**src/rtl/branch_tgt_buf_pkg.sv**
```systemverilog
// Shared constants and entry layout for the direct-mapped branch target buffer.
package btb_pkg;

  localparam int unsigned ENTRIES = 16;
  localparam int unsigned IDX_W   = 4;
  localparam int unsigned PC_W    = 16;
  localparam int unsigned TAG_W   = PC_W - IDX_W;
  localparam int unsigned CNT_W   = 16;

  localparam logic [1:0] CTR_WEAK_T = 2'b10;
  localparam logic [1:0] CTR_MAX    = 2'b11;
  localparam logic [1:0] CTR_MIN    = 2'b00;

  typedef struct packed {
    logic             valid;
    logic [TAG_W-1:0] tag;
    logic [PC_W-1:0]  tgt;
    logic [1:0]       ctr;
  } btb_entry_t;

endpackage

```
**src/rtl/branch_tgt_buf_if.sv**
```systemverilog
// Fetch lookup, EX-stage training and statistics bundle for the BTB.
interface branch_tgt_buf_if;
  import btb_pkg::*;

  logic [PC_W-1:0]  lkup_pc;
  logic             btb_hit;
  logic [PC_W-1:0]  btb_nxt_pc;
  logic             upd_en;
  logic [PC_W-1:0]  upd_pc;
  logic [PC_W-1:0]  upd_tgt;
  logic             upd_taken;
  logic             inv_all;
  logic [CNT_W-1:0] hit_cnt;
  logic [CNT_W-1:0] alloc_cnt;

  modport master (
    output lkup_pc, upd_en, upd_pc, upd_tgt, upd_taken, inv_all,
    input  btb_hit, btb_nxt_pc, hit_cnt, alloc_cnt
  );

  modport slave (
    input  lkup_pc, upd_en, upd_pc, upd_tgt, upd_taken, inv_all,
    output btb_hit, btb_nxt_pc, hit_cnt, alloc_cnt
  );
endinterface

```
**src/rtl/branch_tgt_buf_sat_ctr2.sv**
```systemverilog
// 2-bit saturating up/down direction counter, next-state only.
module sat_ctr2
  import btb_pkg::*;
(
  input  logic [1:0] i_ctr,
  input  logic       i_inc,
  output logic [1:0] o_ctr_c
);

  always_comb begin
    o_ctr_c = i_ctr;
    if (i_inc) begin
      if (i_ctr != CTR_MAX) o_ctr_c = i_ctr + 2'd1;
    end else begin
      if (i_ctr != CTR_MIN) o_ctr_c = i_ctr - 2'd1;
    end
  end

endmodule

```
**src/rtl/branch_tgt_buf.sv**
```systemverilog
// Direct-mapped BTB: same-cycle lookup from the flop array, one-cycle training
// from EX, plus saturating hit and allocation counters.
module branch_tgt_buf
  import btb_pkg::*;
(
  input  logic             clk,
  input  logic             rst,
  branch_tgt_buf_if.slave  bus
);

  btb_entry_t       r_tbl [ENTRIES];
  logic [CNT_W-1:0] r_hit_cnt;
  logic [CNT_W-1:0] r_alloc_cnt;

  logic [IDX_W-1:0] w_lk_idx;
  logic [TAG_W-1:0] w_lk_tag;
  logic [IDX_W-1:0] w_up_idx;
  logic [TAG_W-1:0] w_up_tag;
  btb_entry_t       w_lk_e;
  btb_entry_t       w_up_e;
  logic             w_hit;
  logic             w_up_match;
  logic             w_alloc;
  logic [1:0]       w_ctr_nxt;

  assign w_lk_idx = bus.lkup_pc[IDX_W-1:0];
  assign w_lk_tag = bus.lkup_pc[PC_W-1:IDX_W];
  assign w_up_idx = bus.upd_pc[IDX_W-1:0];
  assign w_up_tag = bus.upd_pc[PC_W-1:IDX_W];
  assign w_lk_e   = r_tbl[w_lk_idx];
  assign w_up_e   = r_tbl[w_up_idx];

  // Lookup reads pre-update contents: no bypass from the training port.
  assign w_hit          = w_lk_e.valid && (w_lk_e.tag == w_lk_tag) && w_lk_e.ctr[1];
  assign bus.btb_hit    = w_hit;
  assign bus.btb_nxt_pc = w_hit ? w_lk_e.tgt : '0;

  assign w_up_match = w_up_e.valid && (w_up_e.tag == w_up_tag);
  assign w_alloc    = bus.upd_en && !bus.inv_all && !w_up_match && bus.upd_taken;

  sat_ctr2 u_sat_ctr2 (
    .i_ctr   (w_up_e.ctr),
    .i_inc   (bus.upd_taken),
    .o_ctr_c (w_ctr_nxt)
  );

  // Entry array; invalidate-all takes priority over training.
  always_ff @(posedge clk or posedge rst) begin
    if (rst) begin
      for (int i = 0; i < int'(ENTRIES); i++) r_tbl[i] <= '0;
    end else if (bus.inv_all) begin
      for (int i = 0; i < int'(ENTRIES); i++) r_tbl[i].valid <= 1'b0;
    end else if (bus.upd_en) begin
      if (w_up_match) begin
        r_tbl[w_up_idx].ctr <= w_ctr_nxt;
        if (bus.upd_taken) r_tbl[w_up_idx].tgt <= bus.upd_tgt;
      end else if (bus.upd_taken) begin
        r_tbl[w_up_idx] <= '{valid: 1'b1, tag: w_up_tag, tgt: bus.upd_tgt, ctr: CTR_WEAK_T};
      end
    end
  end

  always_ff @(posedge clk or posedge rst) begin
    if (rst) begin
      r_hit_cnt   <= '0;
      r_alloc_cnt <= '0;
    end else begin
      if (w_hit && (r_hit_cnt != '1))     r_hit_cnt   <= r_hit_cnt + CNT_W'(1);
      if (w_alloc && (r_alloc_cnt != '1)) r_alloc_cnt <= r_alloc_cnt + CNT_W'(1);
    end
  end

  assign bus.hit_cnt   = r_hit_cnt;
  assign bus.alloc_cnt = r_alloc_cnt;

endmodule

```
**src/flat_wrapper.sv**
```systemverilog
// flat-port wrapper written by rule: the top's interface ports become plain ports
module branch_tgt_buf_flat import btb_pkg::*;
  (clk, rst, bus_lkup_pc, bus_upd_en, bus_upd_pc, bus_upd_tgt, bus_upd_taken, bus_inv_all, bus_btb_hit, bus_btb_nxt_pc, bus_hit_cnt, bus_alloc_cnt);
  branch_tgt_buf_if bus_i ();
  input  logic clk;
  input  logic rst;
  input wire logic [$bits(bus_i.lkup_pc)-1:0] bus_lkup_pc;
  input wire logic [$bits(bus_i.upd_en)-1:0] bus_upd_en;
  input wire logic [$bits(bus_i.upd_pc)-1:0] bus_upd_pc;
  input wire logic [$bits(bus_i.upd_tgt)-1:0] bus_upd_tgt;
  input wire logic [$bits(bus_i.upd_taken)-1:0] bus_upd_taken;
  input wire logic [$bits(bus_i.inv_all)-1:0] bus_inv_all;
  output wire logic [$bits(bus_i.btb_hit)-1:0] bus_btb_hit;
  output wire logic [$bits(bus_i.btb_nxt_pc)-1:0] bus_btb_nxt_pc;
  output wire logic [$bits(bus_i.hit_cnt)-1:0] bus_hit_cnt;
  output wire logic [$bits(bus_i.alloc_cnt)-1:0] bus_alloc_cnt;
  assign bus_i.lkup_pc = bus_lkup_pc;
  assign bus_i.upd_en = bus_upd_en;
  assign bus_i.upd_pc = bus_upd_pc;
  assign bus_i.upd_tgt = bus_upd_tgt;
  assign bus_i.upd_taken = bus_upd_taken;
  assign bus_i.inv_all = bus_inv_all;
  assign bus_btb_hit = bus_i.btb_hit;
  assign bus_btb_nxt_pc = bus_i.btb_nxt_pc;
  assign bus_hit_cnt = bus_i.hit_cnt;
  assign bus_alloc_cnt = bus_i.alloc_cnt;
  branch_tgt_buf u_core (.clk(clk), .rst(rst), .bus(bus_i));
endmodule
```
**config.mk**
```make
export PLATFORM = sky130hd
export DESIGN_NAME = branch_tgt_buf_flat
export DESIGN_NICKNAME = d
export VERILOG_FILES = /design/src/rtl/branch_tgt_buf_pkg.sv /design/src/rtl/branch_tgt_buf_if.sv /design/src/rtl/branch_tgt_buf_sat_ctr2.sv /design/src/rtl/branch_tgt_buf.sv /design/src/flat_wrapper.sv
export SDC_FILE = /design/constraint.sdc
export NUM_CORES = 1
export LEC_CHECK = 0
export CORE_MARGIN = 5
export CORE_UTILIZATION = 40
export CTS_CLUSTER_SIZE = 8
export DETAILED_ROUTE_END_ITERATION = 8
export GPL_TIMING_DRIVEN = 0
export PLACE_DENSITY = 0.61
export SLEW_MARGIN = 20
export SYNTH_ARGS = -nofsm -noshare
export SYNTH_HDL_FRONTEND = slang
export SYNTH_SLANG_ARGS = --single-unit
```
**constraint.sdc**
```tcl
create_clock -name clk -period 17.3 [get_ports clk]
set_input_delay 3.46 -clock clk [delete_from_list [all_inputs] [get_ports clk]]
set_output_delay 3.46 -clock clk [all_outputs]
set_load 0.01 [all_outputs]
```
; ---- Word level (Yosys, flattened, before mapping)
; Cells that the tools add are included.
[word_totals]
regBits = 528
in_bits = 53
output_inout_bits = 49
[classes]
add_sub_neg = 4
n_lt_le_gt_ge = 3
eq_ne = 5
muxes = 39
n_bitwise = 3
reduce_logical = 17
[ops]
columns = operator, count
row1 = 496-bit two-way mux, 4
row2 = 496-bit bitwise mux, 3
row3 = 31-bit demux with 4-bit select, 3
row4 = 31-bit binary-select mux with 4-bit select, 2
row5 = 31-bit two-way mux, 5
row6 = "16-bit by 1-bit adder with 16-bit output, second input constant", 2
row7 = "16-bit != test, second input constant", 2
row8 = 12-bit == test, 2
row9 = 18-bit two-way mux, 1
row10 = 1-bit two-way mux, 16
row11 = 16-bit two-way mux, 1
row12 = "5-bit >= comparator, second input constant", 2
row13 = 4-bit NOT with 5-bit output, 2
row14 = 1-bit logical AND, 9
row15 = 2-bit two-way mux, 4
row16 = 2-bit nonzero test, 3
row17 = "5-bit by 1-bit < comparator with 1-bit output, second input constant", 1
row18 = 3-bit AND reduction, 1
row19 = 3-bit nonzero test, 1
row20 = "2-bit by 1-bit adder with 2-bit output, second input constant", 1
row21 = 1-bit zero test, 2
row22 = "2-bit != test, second input constant", 1
row23 = 2-bit AND reduction, 1
row24 = "2-bit by 1-bit subtractor with 2-bit output, second input constant", 1
row25 = 1-bit NOT, 1

; ---- Depth between registers and ports, before layout
; Gate-level depths: netlist of run 1.
[logic_depth]
word_depth = 13
depth_mapped = 15

; ---- Hierarchy
; A second synthesis of run 1 with hierarchy kept.
[unflattened]
hier_cells = 1831
area_unflattened_um2 = 26713.1
[by_module_without_submodules]
columns = module, instances, cells_each, area_per_inst_um2, seq_area_each_um2
row1 = branch_tgt_buf, 1, 1828, 26686.8, 13212.7
row2 = sat_ctr2, 1, 3, 26.3, 0.0

; ---- Worst setup path before layout of run 1
; OpenSTA, ideal clock, no wires.
[synth_timing]
path_type = input -> output
start = in bus_lkup_pc[0]
end = out bus_btb_nxt_pc[0]
arrival_time_ns = 6.345
slack_ns = 7.495
cell_stages = 8
path_buffers = 5
path_cell_list = buf_2 -> buf_2 -> buf_2 -> buf_1 -> buf_1 -> mux4_2 -> mux4_2 -> nor2b_1
[synth_between]
elab_chain_len = 8
[synth_lines]
columns = element, line
row1 = "start, declared", flat_wrapper.sv:7  ; input wire logic [$bits(bus_i.lkup_pc)-1:0] bus_lkup_pc;
row2 = 4-bit NOT with 5-bit output (implied by the code) *, branch_tgt_buf.sv:30  ; assign w_lk_e = r_tbl[w_lk_idx];
row3 = 31-bit binary-select mux with 4-bit select *, branch_tgt_buf.sv:30
row4 = 31-bit two-way mux (implied by the code) * (2 in a row), branch_tgt_buf.sv:30
row5 = 12-bit == test, branch_tgt_buf.sv:34  ; assign w_hit = w_lk_e.valid && (w_lk_e.tag == w_lk_tag) && w_lk_e.ctr[1];
row6 = 1-bit logical AND (2 in a row), branch_tgt_buf.sv:34
row7 = 16-bit two-way mux *, branch_tgt_buf.sv:36  ; assign bus.btb_nxt_pc = w_hit ? w_lk_e.tgt : '0;
row8 = "end, declared", flat_wrapper.sv:14  ; output wire logic [$bits(bus_i.btb_nxt_pc)-1:0] bus_btb_nxt_pc;
; Every way passes the cells marked *; elsewhere a longest branch is shown, timed or not. The select of a mux whose other input is x is not followed.

; ---- Worst setup path in the final report of run 1
[layout_timing]
start = in bus_lkup_pc[1]
end = out bus_btb_nxt_pc[12]
; Same word-level chain as after synthesis.

==> qor.csv, run 1 <==
stage;metric;value;unit
route;wl_met2;39.7;mm
setup_path;r2r_cells;10;
route;wl_met3;6.94;mm
timing;rsz0062_at_grt;no;
setup_path;reg2reg_to;u_core.r_tbl[367]$_DFFE_PP0P_;
setup_path;startpoint_type;input port;
power_and_ir_drop;cellLeakagePower;0.0140;uW
setup_path;cp_top_family;buffers and inverters;
timing;fin_crit_sh;0.734;
synth;postSynthRegisterBits;528;
cells_and_area;multi_input_area;0.0132;mm2
synth;yosysTopAreaCell;dfrtp_1;
cells_and_area;fin_nets;2265;
job;maxCapViolations;0;
place;hpwl;59.0;mm
cts;postCtsHoldBufs;0;
die;dieWidth;271;um
timing;slew_headroom;0.194;
timing;drv_slew;0;
synth;synth_compound_area_frac;0.0584;
cts;cts_max_level;3;
cells_and_area;seqCellArea;0.0132;mm2
setup_path;worstPathArrival;9.25;ns
synth;yosys.area_share.simple;0.0654;
cts;post-cts-setup-buffers;0;
route;drtIter0Drc;1930;
route;via_per_inst;6.13;
setup_path;crit_end;bus_btb_nxt_pc[12];
synth;synth_nets;2076;
timing;worstMarginPinSlew;1.21;ns
cells_and_area;final_layout_size_suffix_gt1_frac;0.357;
setup_path;crit_chain;clkdlybuf4s50_1, buf_2, buf_2, buf_2, clkinv_1, mux2i_1, xor2_1, a2111oi_0, nand4_1, buf_2, clkbuf_1, nor2b_1, clkdlybuf4s50_1;
cts;numCtsBuffers;76;
place;dpl_worst_slack;4.68;ns
cts;cts_resized;0;
worst_hold_path;min_path_type;flop to flop;
setup_path;critPathRequiredTime;13.84;ns
setup_path;endpoint_kind;primary output;
cells_and_area;nFillCells;5891;
synth;yosys_warnings;0;
route;top_layer;met5;
setup_path;worst_path_max_delay_cell;clkdlybuf4s50_1;
synth;synth.area.top_cells;dfrtp_1 (48%), mux2_2 (18%), mux4_2 (14%), mux2i_1 (2.9%), nand2_1 (1.7%);
die;die_h;271;um
timing;fin_setup_tns;0;ns
power_and_ir_drop;p_total;3340;uW
place;io_buffer_count;91;
synth;synthMuxAreaShare;0.343;
setup_path;path_class;input port to primary output;
timing;min_period;12.71;ns
power_and_ir_drop;powerDensity;105;mW/mm2
grt;grt_pass1_wl;129;mm
die;die-area;0.0736;mm2
timing;fin_skew;0.0296;ns
synth;synth-adder-area-share;0.00165;
timing;fin_ws;4.59;ns
grt;antenna_found_initial;2;
setup_path;rr_startpoint;u_core.r_tbl[114]$_DFFE_PP0P_;
cells_and_area;final_cells;3092;
place;dp.cells;3005;
grt;grt_overflow;0;
synth;syn-cell-area;0.0273;mm2
cts;cts_root_buffer;clkbuf_16;
grt;grtUsageTotal;0.230;
route;drc;0;
timing;hold_violations;0;
synth;ys_top_cells_by_count;dfrtp_1 (528), mux2_2 (429), mux4_2 (166);
timing;setup_viol;0;
status;status;finished, final reports clean;
die;initial_utilization;0.405;
place;gp_congestion;0.936;
setup_path;crit_top_cell;buf_2;
synth;synth.avg_cell_area;13.5;um2
synth;synth_edf_count;0;
route;wl_per_cell;27.7;um
cts;path_clk_slew;0.05;ns
synth;seq_area_frac_synth;0.484;
route;drt-met1-wl;36.3;mm
cts;clk_path_buf_depth;3;
synth;async_flop_share;1.00;
cts;cts_tree;done;
cells_and_area;area_growth;16.3;%
die;core-area;0.0674;mm2
synth;synth_ff_type;dfrtp_1;
synth;yosysMostFrequentCell;dfrtp_1;
synth;synthCells;2021;
setup_path;critical_path_buf_inv_count;8;
grt;grt_max_degree;37;
grt;grt_pass1_vias;19600;
setup_path;r2r_slack;13.21;ns
setup_path;crit_fanout;10;
synth;synth.top_cell.area_share;0.484;
timing;max_freq;78.7;MHz
route;dr.pass1.iters;5;
die;rows;95;
cells_and_area;finish.utilization;0.471;
synth;ys_types;75;
cts;clkLatencyLatePin;0.62;ns
synth;synthXorXnorAreaFrac;0.0132;
setup_path;crit_path_start;bus_lkup_pc[1];
synth;synth_top_family_by_area;multiplexers;
setup_path;path_depth;13;
power_and_ir_drop;vdd_drop_max;0.0000692;V
die;ioPinCount;102;
route;ant_nets;0;
route;vias;18900;
setup_path;cp_slowest_stage_delay;0.64;ns
cts;cts.sinks;528;
route;wl;85.6;mm
-- power breakdown --
part,leakage (uW),internal (uW),total (uW),switching (uW)
logic,0.00606,277,515,238
registers,0.00697,1380,1490,102
clock network,0.00101,795,1340,548
-- flip-flops by register name, indices dropped and copies added, names as in the netlist --
name and cells:
u_core.bus.hit_cnt 16, u_core.r_tbl 496, u_core.bus.alloc_cnt 16
-- cell type report --
| type | count | share of cell area |
|---|---|---|
| Buffer | 165 | 0.0255 |
| Inverter | 34 | 0.00414 |
| Sequential cell | 528 | 0.416 |
| Tap cell | 873 | 0.0344 |
| Clock buffer | 77 | 0.0600 |
| Multi-Input combinational cell | 1294 | 0.414 |
| Timing Repair Buffer | 111 | 0.0410 |
| Antenna cell | 2 | 0.000158 |
| Clock inverter | 8 | 0.00461 |
-- worst min-delay path, cell delays in order (launching register included) --
cell and delay (ns):
dfrtp_1 0.33, nand2_1 0.05, nand2_1 0.06
-- stage by stage --
| stage | hold slack [ns] | area (um2) |
|---|---|---|
| after global routing | 0.502 | 31800 |
| after CTS | 0.470 | 31800 |
| after floorplan | 0.441 | 27300 |
| after global placement | 0.456 | 29300 |
| final | 0.468 | 31800 |
| after detailed placement | 0.458 | 29700 |
-- how the worst min path moves through the flow --
stage / endpoint / depth (start not counted) / slack, ns / start
global route: u_core.r_tbl[378]$_DFFE_PP0P_ / 2 / 0.50 / u_core.r_tbl[378]$_DFFE_PP0P_
detailed placement: u_core.r_tbl[377]$_DFFE_PP0P_ / 2 / 0.46 / u_core.r_tbl[377]$_DFFE_PP0P_
floorplan: u_core.r_tbl[383]$_DFFE_PP0P_ / 2 / 0.44 / u_core.r_tbl[383]$_DFFE_PP0P_
global placement: u_core.r_tbl[385]$_DFFE_PP0P_ / 2 / 0.46 / u_core.r_tbl[385]$_DFFE_PP0P_
finish: u_core.r_tbl[377]$_DFFE_PP0P_ / 2 / 0.47 / u_core.r_tbl[377]$_DFFE_PP0P_
CTS: u_core.r_tbl[377]$_DFFE_PP0P_ / 2 / 0.47 / u_core.r_tbl[377]$_DFFE_PP0P_
-- cell families (layout without fill, tap and decap cells) --
group | after synthesis | after routing
simple gates | 362 | 362
fa+ha+maj | 4 | 4
xor+xnor | 41 | 41
mux | 675 | 675
buf+inv | 199 | 395
compound gates | 212 | 212
other cells | 0 | 2
flops | 528 | 528
-- cells in the final DEF (no fill, tap or decap), types with 6 or more instances in the layout --
cell type          n
buf_2             45
mux4_2           166
o21ai_0           46
clkbuf_1          87
xnor2_1           20
nor4_1            11
nor2b_1           64
buf_6             11
nor3_1            15
a31oi_1           29
inv_1             31
a21o_1            11
a221oi_1          16
a221oi_2           6
a22oi_1           13
clkbuf_16         76
nor2_1            58
a221o_1           17
mux2_2           429
o22ai_1           13
dfrtp_1          528
clkdlybuf4s50_1   91
a21oi_1           19
and3_1            15
nand4_1            7
nand2b_1           8
xor2_1            21
buf_1             13
buf_12            17
nand3_1           26
nand2_1          126
mux2i_1           79
-- metal layers --
metal / track usage / vias to the layer above
met1: 0.321 / 10100
met5: 0 / -
met2: 0.357 / 795
met3: 0.0540 / 159
met4: 0.0767 / 2
li1: - / 7910
Power figures use the tool's default switching activity.
==> inputs of run 2 (changes only) <==
==> constraint.sdc (replaced) <==
create_clock -name clk -period 10.6 [get_ports clk]
set_input_delay 2.12 -clock clk [delete_from_list [all_inputs] [get_ports clk]]
set_output_delay 2.12 -clock clk [all_outputs]
set_load 0.01 [all_outputs]
==> results of run 2 <==
Same layout as run 1 (identical final DEF). Status: finished, final reports clean.
Among the figures that moved: setup slack after placement 4.68 ns -> 0.657 ns; setup slack after layout 4.59 ns -> 0.575 ns; register-to-register setup slack 13.21 ns -> 6.51 ns; total power 3340 uW -> 5460 uW; worst IR drop on VDD 0.0000692 V -> 0.000113 V
